File: config.mk
export PLATFORM = sky130hd
export DESIGN_NAME = imem_loader_flat
export DESIGN_NICKNAME = d
export VERILOG_FILES = /design/src/rtl/imem_loader_pkg.sv /design/src/rtl/imem_loader_if.sv /design/src/rtl/imem_word_packer.sv /design/src/rtl/imem_loader.sv /design/src/flat_wrapper.sv
export SDC_FILE = /design/constraint.sdc
export NUM_CORES = 1
export LEC_CHECK = 0
export CAP_MARGIN = 20
export CORE_MARGIN = 2
export CORE_UTILIZATION = 65
export CTS_CLUSTER_DIAMETER = 120
export DETAILED_ROUTE_END_ITERATION = 8
export DONT_BUFFER_PORTS = 1
export GPL_ROUTABILITY_DRIVEN = 0
export MAX_ROUTING_LAYER = met4
export PLACE_DENSITY_LB_ADDON = 0.2
export SLEW_MARGIN = 20
export SYNTH_ARGS = -nofsm -noshare
export SYNTH_HDL_FRONTEND = slang
export SYNTH_SLANG_ARGS = --single-unit
File: constraint.sdc
create_clock -name clk -period 6.2 [get_ports clk]
set_clock_uncertainty 0.15 [all_clocks]
set_input_delay 1.55 -clock clk [delete_from_list [all_inputs] [get_ports clk]]
set_output_delay 1.55 -clock clk [all_outputs]
set_load 0.01 [all_outputs]
File: src/rtl/imem_loader_pkg.sv
// Shared types and constants for the instruction-memory loader and its word packer.
package imem_loader_pkg;

  typedef enum logic [2:0] {
    ST_IDLE,
    ST_LEN,
    ST_DATA,
    ST_WR,
    ST_CSUM,
    ST_DONE
  } state_t;

  localparam int WORD_BYTES = 4;
  localparam int INSTR_W    = 32;
  localparam int BYTE_W     = 8;
  localparam int BCNT_W     = $clog2(WORD_BYTES);

endpackage

File: src/rtl/imem_loader_if.sv
// Byte-stream handshake plus instruction-memory write port seen by the loader.
interface imem_loader_if
  import imem_loader_pkg::*;
#(
  parameter int ADDR_W = 8
);
  logic              in_valid;
  logic [BYTE_W-1:0] in_data;
  logic              in_ready;
  logic              mem_write;
  logic              mem_mode;
  logic [ADDR_W-1:0] mem_addr;
  logic [INSTR_W-1:0] mem_data;

  modport master (
    output in_valid, in_data,
    input  in_ready, mem_write, mem_mode, mem_addr, mem_data
  );

  modport slave (
    input  in_valid, in_data,
    output in_ready, mem_write, mem_mode, mem_addr, mem_data
  );
endinterface

File: src/rtl/imem_word_packer.sv
// Big-endian byte-to-word shift register with byte counter and running XOR checksum.
module imem_word_packer
  import imem_loader_pkg::*;
(
  input  logic               clk,
  input  logic               rst,
  input  logic               clear,
  input  logic               xor_en,
  input  logic               shift_en,
  input  logic [BYTE_W-1:0]  byte_in,
  output logic [INSTR_W-1:0] word,
  output logic               last,
  output logic [BYTE_W-1:0]  xor_acc
);

  logic [INSTR_W-1:0] word_reg;
  logic [BCNT_W-1:0]  cnt_reg;
  logic [BYTE_W-1:0]  xor_reg;

  always_ff @(posedge clk or posedge rst) begin
    if (rst) begin
      word_reg <= '0;
      cnt_reg  <= '0;
      xor_reg  <= '0;
    end else if (clear) begin
      cnt_reg <= '0;
      xor_reg <= '0;
    end else begin
      // Shifted bytes also fold into the checksum; xor_en alone covers the length byte.
      if (xor_en || shift_en) begin
        xor_reg <= xor_reg ^ byte_in;
      end
      if (shift_en) begin
        word_reg <= {word_reg[INSTR_W-BYTE_W-1:0], byte_in};
        cnt_reg  <= cnt_reg + BCNT_W'(1);
      end
    end
  end

  assign word    = word_reg;
  assign last    = (cnt_reg == BCNT_W'(WORD_BYTES - 1));
  assign xor_acc = xor_reg;

endmodule

File: src/rtl/imem_loader.sv
// Framed byte-stream loader: writes big-endian words to instruction memory, holds the CPU meanwhile.
module imem_loader
  import imem_loader_pkg::*;
#(
  parameter int          ADDR_W    = 8,
  parameter int unsigned BASE_ADDR = 0
)
(
  input  logic         clk,
  input  logic         rst,
  input  logic         start,
  imem_loader_if.slave bus,
  output logic         cpu_hold,
  output logic         done,
  output logic         err
);

  localparam logic [ADDR_W-1:0] BASE = ADDR_W'(BASE_ADDR);

  state_t              state_reg, state_next;
  logic [BYTE_W-1:0]   len_reg;
  logic [BYTE_W-1:0]   wcnt_reg;
  logic [ADDR_W-1:0]   addr_reg;
  logic                err_reg;

  logic                xfer;
  logic                pk_last;
  logic [INSTR_W-1:0]  pk_word;
  logic [BYTE_W-1:0]   pk_xor;

  assign xfer = bus.in_valid & bus.in_ready;

  imem_word_packer u_packer (
    .clk      (clk),
    .rst      (rst),
    .clear    ((state_reg == ST_IDLE) && start),
    .xor_en   ((state_reg == ST_LEN) && xfer),
    .shift_en ((state_reg == ST_DATA) && xfer),
    .byte_in  (bus.in_data),
    .word     (pk_word),
    .last     (pk_last),
    .xor_acc  (pk_xor)
  );

  always_comb begin
    state_next = state_reg;
    unique case (state_reg)
      ST_IDLE: if (start) state_next = ST_LEN;
      ST_LEN:  if (xfer) state_next = (bus.in_data == '0) ? ST_CSUM : ST_DATA;
      ST_DATA: if (xfer && pk_last) state_next = ST_WR;
      ST_WR:   state_next = ((wcnt_reg + 8'd1) == len_reg) ? ST_CSUM : ST_DATA;
      ST_CSUM: if (xfer) state_next = ST_DONE;
      ST_DONE: state_next = ST_IDLE;
      default: state_next = ST_IDLE;
    endcase
  end

  always_ff @(posedge clk or posedge rst) begin
    if (rst) begin
      state_reg <= ST_IDLE;
      len_reg   <= '0;
      wcnt_reg  <= '0;
      addr_reg  <= BASE;
      err_reg   <= 1'b0;
    end else begin
      state_reg <= state_next;
      unique case (state_reg)
        ST_IDLE: if (start) begin
          err_reg  <= 1'b0;
          wcnt_reg <= '0;
          addr_reg <= BASE;
        end
        ST_LEN:  if (xfer) len_reg <= bus.in_data;
        ST_WR: begin
          addr_reg <= addr_reg + ADDR_W'(1);
          wcnt_reg <= wcnt_reg + 8'd1;
        end
        ST_CSUM: if (xfer) err_reg <= (bus.in_data != pk_xor);
        default: ;
      endcase
    end
  end

  // Every output is decoded from registered state so the byte source sees no combinational loop.
  assign bus.in_ready  = (state_reg == ST_LEN) || (state_reg == ST_DATA) || (state_reg == ST_CSUM);
  assign bus.mem_write = (state_reg == ST_WR);
  assign cpu_hold      = (state_reg == ST_LEN) || (state_reg == ST_DATA) ||
                         (state_reg == ST_WR)  || (state_reg == ST_CSUM);
  assign bus.mem_mode  = ~cpu_hold;
  assign bus.mem_addr  = addr_reg;
  assign bus.mem_data  = pk_word;
  assign done          = (state_reg == ST_DONE);
  assign err           = err_reg;

endmodule

File: src/flat_wrapper.sv
// flat-port wrapper written by rule: the top's interface ports become plain ports
module imem_loader_flat import imem_loader_pkg::*;
#(
  parameter int          ADDR_W    = 8,
  parameter int unsigned BASE_ADDR = 0
)
  (clk, rst, start, cpu_hold, done, err, bus_in_valid, bus_in_data, bus_in_ready, bus_mem_write, bus_mem_mode, bus_mem_addr, bus_mem_data);
  imem_loader_if #(.ADDR_W(ADDR_W)) bus_i ();
  input  logic clk;
  input  logic rst;
  input  logic start;
  output logic cpu_hold;
  output logic done;
  output logic err;
  input wire logic [$bits(bus_i.in_valid)-1:0] bus_in_valid;
  input wire logic [$bits(bus_i.in_data)-1:0] bus_in_data;
  output wire logic [$bits(bus_i.in_ready)-1:0] bus_in_ready;
  output wire logic [$bits(bus_i.mem_write)-1:0] bus_mem_write;
  output wire logic [$bits(bus_i.mem_mode)-1:0] bus_mem_mode;
  output wire logic [$bits(bus_i.mem_addr)-1:0] bus_mem_addr;
  output wire logic [$bits(bus_i.mem_data)-1:0] bus_mem_data;
  assign bus_i.in_valid = bus_in_valid;
  assign bus_i.in_data = bus_in_data;
  assign bus_in_ready = bus_i.in_ready;
  assign bus_mem_write = bus_i.mem_write;
  assign bus_mem_mode = bus_i.mem_mode;
  assign bus_mem_addr = bus_i.mem_addr;
  assign bus_mem_data = bus_i.mem_data;
  imem_loader #(.ADDR_W(ADDR_W), .BASE_ADDR(BASE_ADDR)) u_core (.clk(clk), .rst(rst), .start(start), .bus(bus_i), .cpu_hold(cpu_hold), .done(done), .err(err));
endmodule
==> flow_metrics.env <==
export IMPL_run_status="finished, final reports clean"
export IMPL_ff2ff_setup_slack_ps=3430
export IMPL_ys_top_cells_by_area="dfrtp_1 52%, mux2_2 14%, xor2_1 5.8%"
export IMPL_finalSetupViolations=0
export IMPL_cts_root_buf="clkbuf_8"
export IMPL_cp_required_ps=4500
export IMPL_peakVddDrop_uv=262.5
export IMPL_timing_hold_ws_ps=387.5
export IMPL_critPathKind="flop to output port"
export IMPL_dp_hpwl_mm=4.323
export IMPL_dp_cells=348
export IMPL_antenna_found_initial=0
export IMPL_period_minus_slack_ps=4055
export IMPL_clk_latency_ps=360
export IMPL_num_io_pins=58
export IMPL_worstSetupStartpointType="flop"
export IMPL_p_clk_share_pct=21.7
export IMPL_via_count=2177
export IMPL_combPwrFrac_pct=29.8
export IMPL_ys_warn_count=0
export IMPL_post_route_util_pct=71.44
export IMPL_vias_per_cell=5.981
export IMPL_synth_top_area_share_pct=52.47
export IMPL_grt_util_met2_pct=35.46
export IMPL_routed_wl_mm=6.425
export IMPL_cap_violations=0
export IMPL_synth_seq_area_share_pct=52.47
export IMPL_p_sw_share_pct=37.74
export IMPL_die_h_um=75.67
export IMPL_first_pass_iters=5
export IMPL_layout_setup_ws_ps=2146
export IMPL_yosys_area_top_type="dfrtp_1"
export IMPL_final_area_um2=3602
export IMPL_grt_use_total_pct=24.36
export IMPL_cts_tree="done"
export IMPL_worstReg2RegEnd="u_core.bus.mem_addr[4]$_DFFE_PP0P_"
export IMPL_crit_fanout=14
export IMPL_post_cts_buffers=0
export IMPL_power_internal_mw=1.184
export IMPL_use_met1_pct=31.40
export IMPL_period_share_pct=65.40
export IMPL_dp_slack_ps=2539
export IMPL_largest_reg_flops=32
export IMPL_synth_top_cells_by_count="70 x dfrtp_1, 41 x mux2_2, 22 x xor2_1"
export IMPL_placed_cell_area_um2=3381
export IMPL_fp_coreArea_um2=5042
export IMPL_n_antenna_cell=0
export IMPL_synth_avg_cell_area_um2=11.55
export IMPL_area_growth_pct=7.908
export IMPL_synth_flop_cell="dfrtp_1"
export IMPL_cp_arrival_ps=2350
export IMPL_pwr_share_seq_pct=48.5
export IMPL_cts_resized=0
export IMPL_synth_edff_count=0
export IMPL_r2r_start="u_core.state_reg[2]$_DFFE_PP0P_"
export IMPL_worstHoldPathType="flop to flop"
export IMPL_hold_viol=0
export IMPL_cts_sinks=70
export IMPL_cp_endpoint="bus_mem_mode"
export IMPL_power_leakage_nw=1.521
export IMPL_fin_cells=364
export IMPL_clkTransAtPathRegs_ps=70
export IMPL_power_switching_uw=717.7
export IMPL_synth_nets=304
export IMPL_crit_path_end_kind="output port"
export IMPL_clockBufferDepth=2
export IMPL_antenna_left=0
export IMPL_wire_per_inst_um=17.65
export IMPL_grt_max_degree=71
export IMPL_die_width_um=75.67
export IMPL_synth_seq_cells=70
export IMPL_rsz0062_at_grt="false"
export IMPL_start_util_pct=66.20
export IMPL_slew_viol_final=0
export IMPL_drc_errors=0
export IMPL_r2r_cells=6
export IMPL_grt_overflow_total=0
export IMPL_maxSlewHeadroom_pct=42.14
export IMPL_gr_usage_met3_pct=8.333
export IMPL_fmax_mhz=246.6
export IMPL_grt_pass1_wl_mm=9.853
export IMPL_crit_start="u_core.state_reg[2]$_DFFE_PP0P_"
export IMPL_place_port_buffers=0
export IMPL_cts_buffers=9
export IMPL_htree_num_levels=3
export IMPL_fillers=364
export IMPL_drt_iter0_drc=85
export IMPL_ys_types=49
export IMPL_grt_pass1_vias=2087
export IMPL_finalSetupTns_ps=0
export IMPL_yosysMostFrequentCell="dfrtp_1"
export IMPL_fp_dieArea_um2=5725
export IMPL_drive_gt1_share_pct=23.81
export IMPL_syn_inst=289
export IMPL_synth_area_um2=3338
export IMPL_postSynth_asyncResetShare_pct=100.0
export IMPL_num_rows=26
export IMPL_fin_nets=304
export IMPL_cts_hold_buf=0
export IMPL_top_usage_layer="met2"
export IMPL_power_mw=1.901
export IMPL_p_per_area_nw_per_um2=527.8
export IMPL_tightestPinTransition_ps=867.9
[how the worst min path moves through the flow]
stage | from | endpoint | slack [ps] | cells past startpoint
after floorplan | u_core.u_packer.cnt_reg[1]$_DFFE_PP0P_ | u_core.u_packer.cnt_reg[1]$_DFFE_PP0P_ | 320 | 1
after global placement | u_core.u_packer.cnt_reg[1]$_DFFE_PP0P_ | u_core.u_packer.cnt_reg[1]$_DFFE_PP0P_ | 340 | 1
after detailed placement | u_core.u_packer.cnt_reg[1]$_DFFE_PP0P_ | u_core.u_packer.cnt_reg[1]$_DFFE_PP0P_ | 340 | 1
after CTS | u_core.len_reg[1]$_DFFE_PP0P_ | u_core.len_reg[1]$_DFFE_PP0P_ | 390 | 1
after global routing | u_core.len_reg[1]$_DFFE_PP0P_ | u_core.len_reg[1]$_DFFE_PP0P_ | 400 | 1
final | u_core.len_reg[1]$_DFFE_PP0P_ | u_core.len_reg[1]$_DFFE_PP0P_ | 390 | 1
[routing by layer]
| metal | share of wire, % | wire length (um) |
|---|---|---|
| met5 | 0 | 0 |
| met4 | 1.2 | 80 |
| met3 | 5.6 | 357 |
| met2 | 47 | 3017 |
| met1 | 46 | 2970 |
[power by group through the flow]
stage          Combinational [mW]  Sequential (mW)  Clock [mW]
6_report                    0.567            0.921       0.413
4_1_cts                     0.571            0.923       0.419
2_1_floorplan               0.517            0.855           0
5_1_grt                     0.636            0.957       0.440
3_3_place_gp                0.541            0.917           0
3_5_place_dp                0.566            0.931           0
[layout make-up]
type | instances | area [um2] | share of cell area, %
clock buffer | 10 | 127.6 | 3.543
clock inverter | 6 | 93.84 | 2.605
inverter | 6 | 22.52 | 0.6252
multi-input combinational | 199 | 1496 | 41.54
sequential | 70 | 1752 | 48.63
tap | 70 | 87.58 | 2.431
timing repair buffer | 3 | 22.52 | 0.6252
[cell usage in the layout (no fill, tap or decap), drive strengths merged, types with 5 or more instances in the layout]
cell,synthesis,final
inv,6,8
mux2,41,41
nand3,5,5
a21oi,7,7
clkbuf,3,10
xnor2,5,5
o31ai,6,6
nand2,21,21
xor2,22,22
nor2,18,18
nor3,5,5
dfrtp,70,70
o21ai,21,21
[logic make-up (layout without fill, tap and decap cells)]
logic type      Yosys count  after routing  synth area share [%]
buf+inv                  20             25                 3.148
simple gates             74             74                 11.84
xor+xnor                 27             27                 7.084
fa+ha+maj                 3              3                 1.125
flops                    70             70                 52.47
mux                      42             42                 14.13
compound gates           53             53                 10.20
[critical path, cell delays in order (launching register included)]
cell     delay [ps]
dfrtp_1         490
inv_1           180
nand3_1         410
inv_1           380
or2_2           430
inv_1           110
No activity file was read; power rests on OpenSTA's default activity.
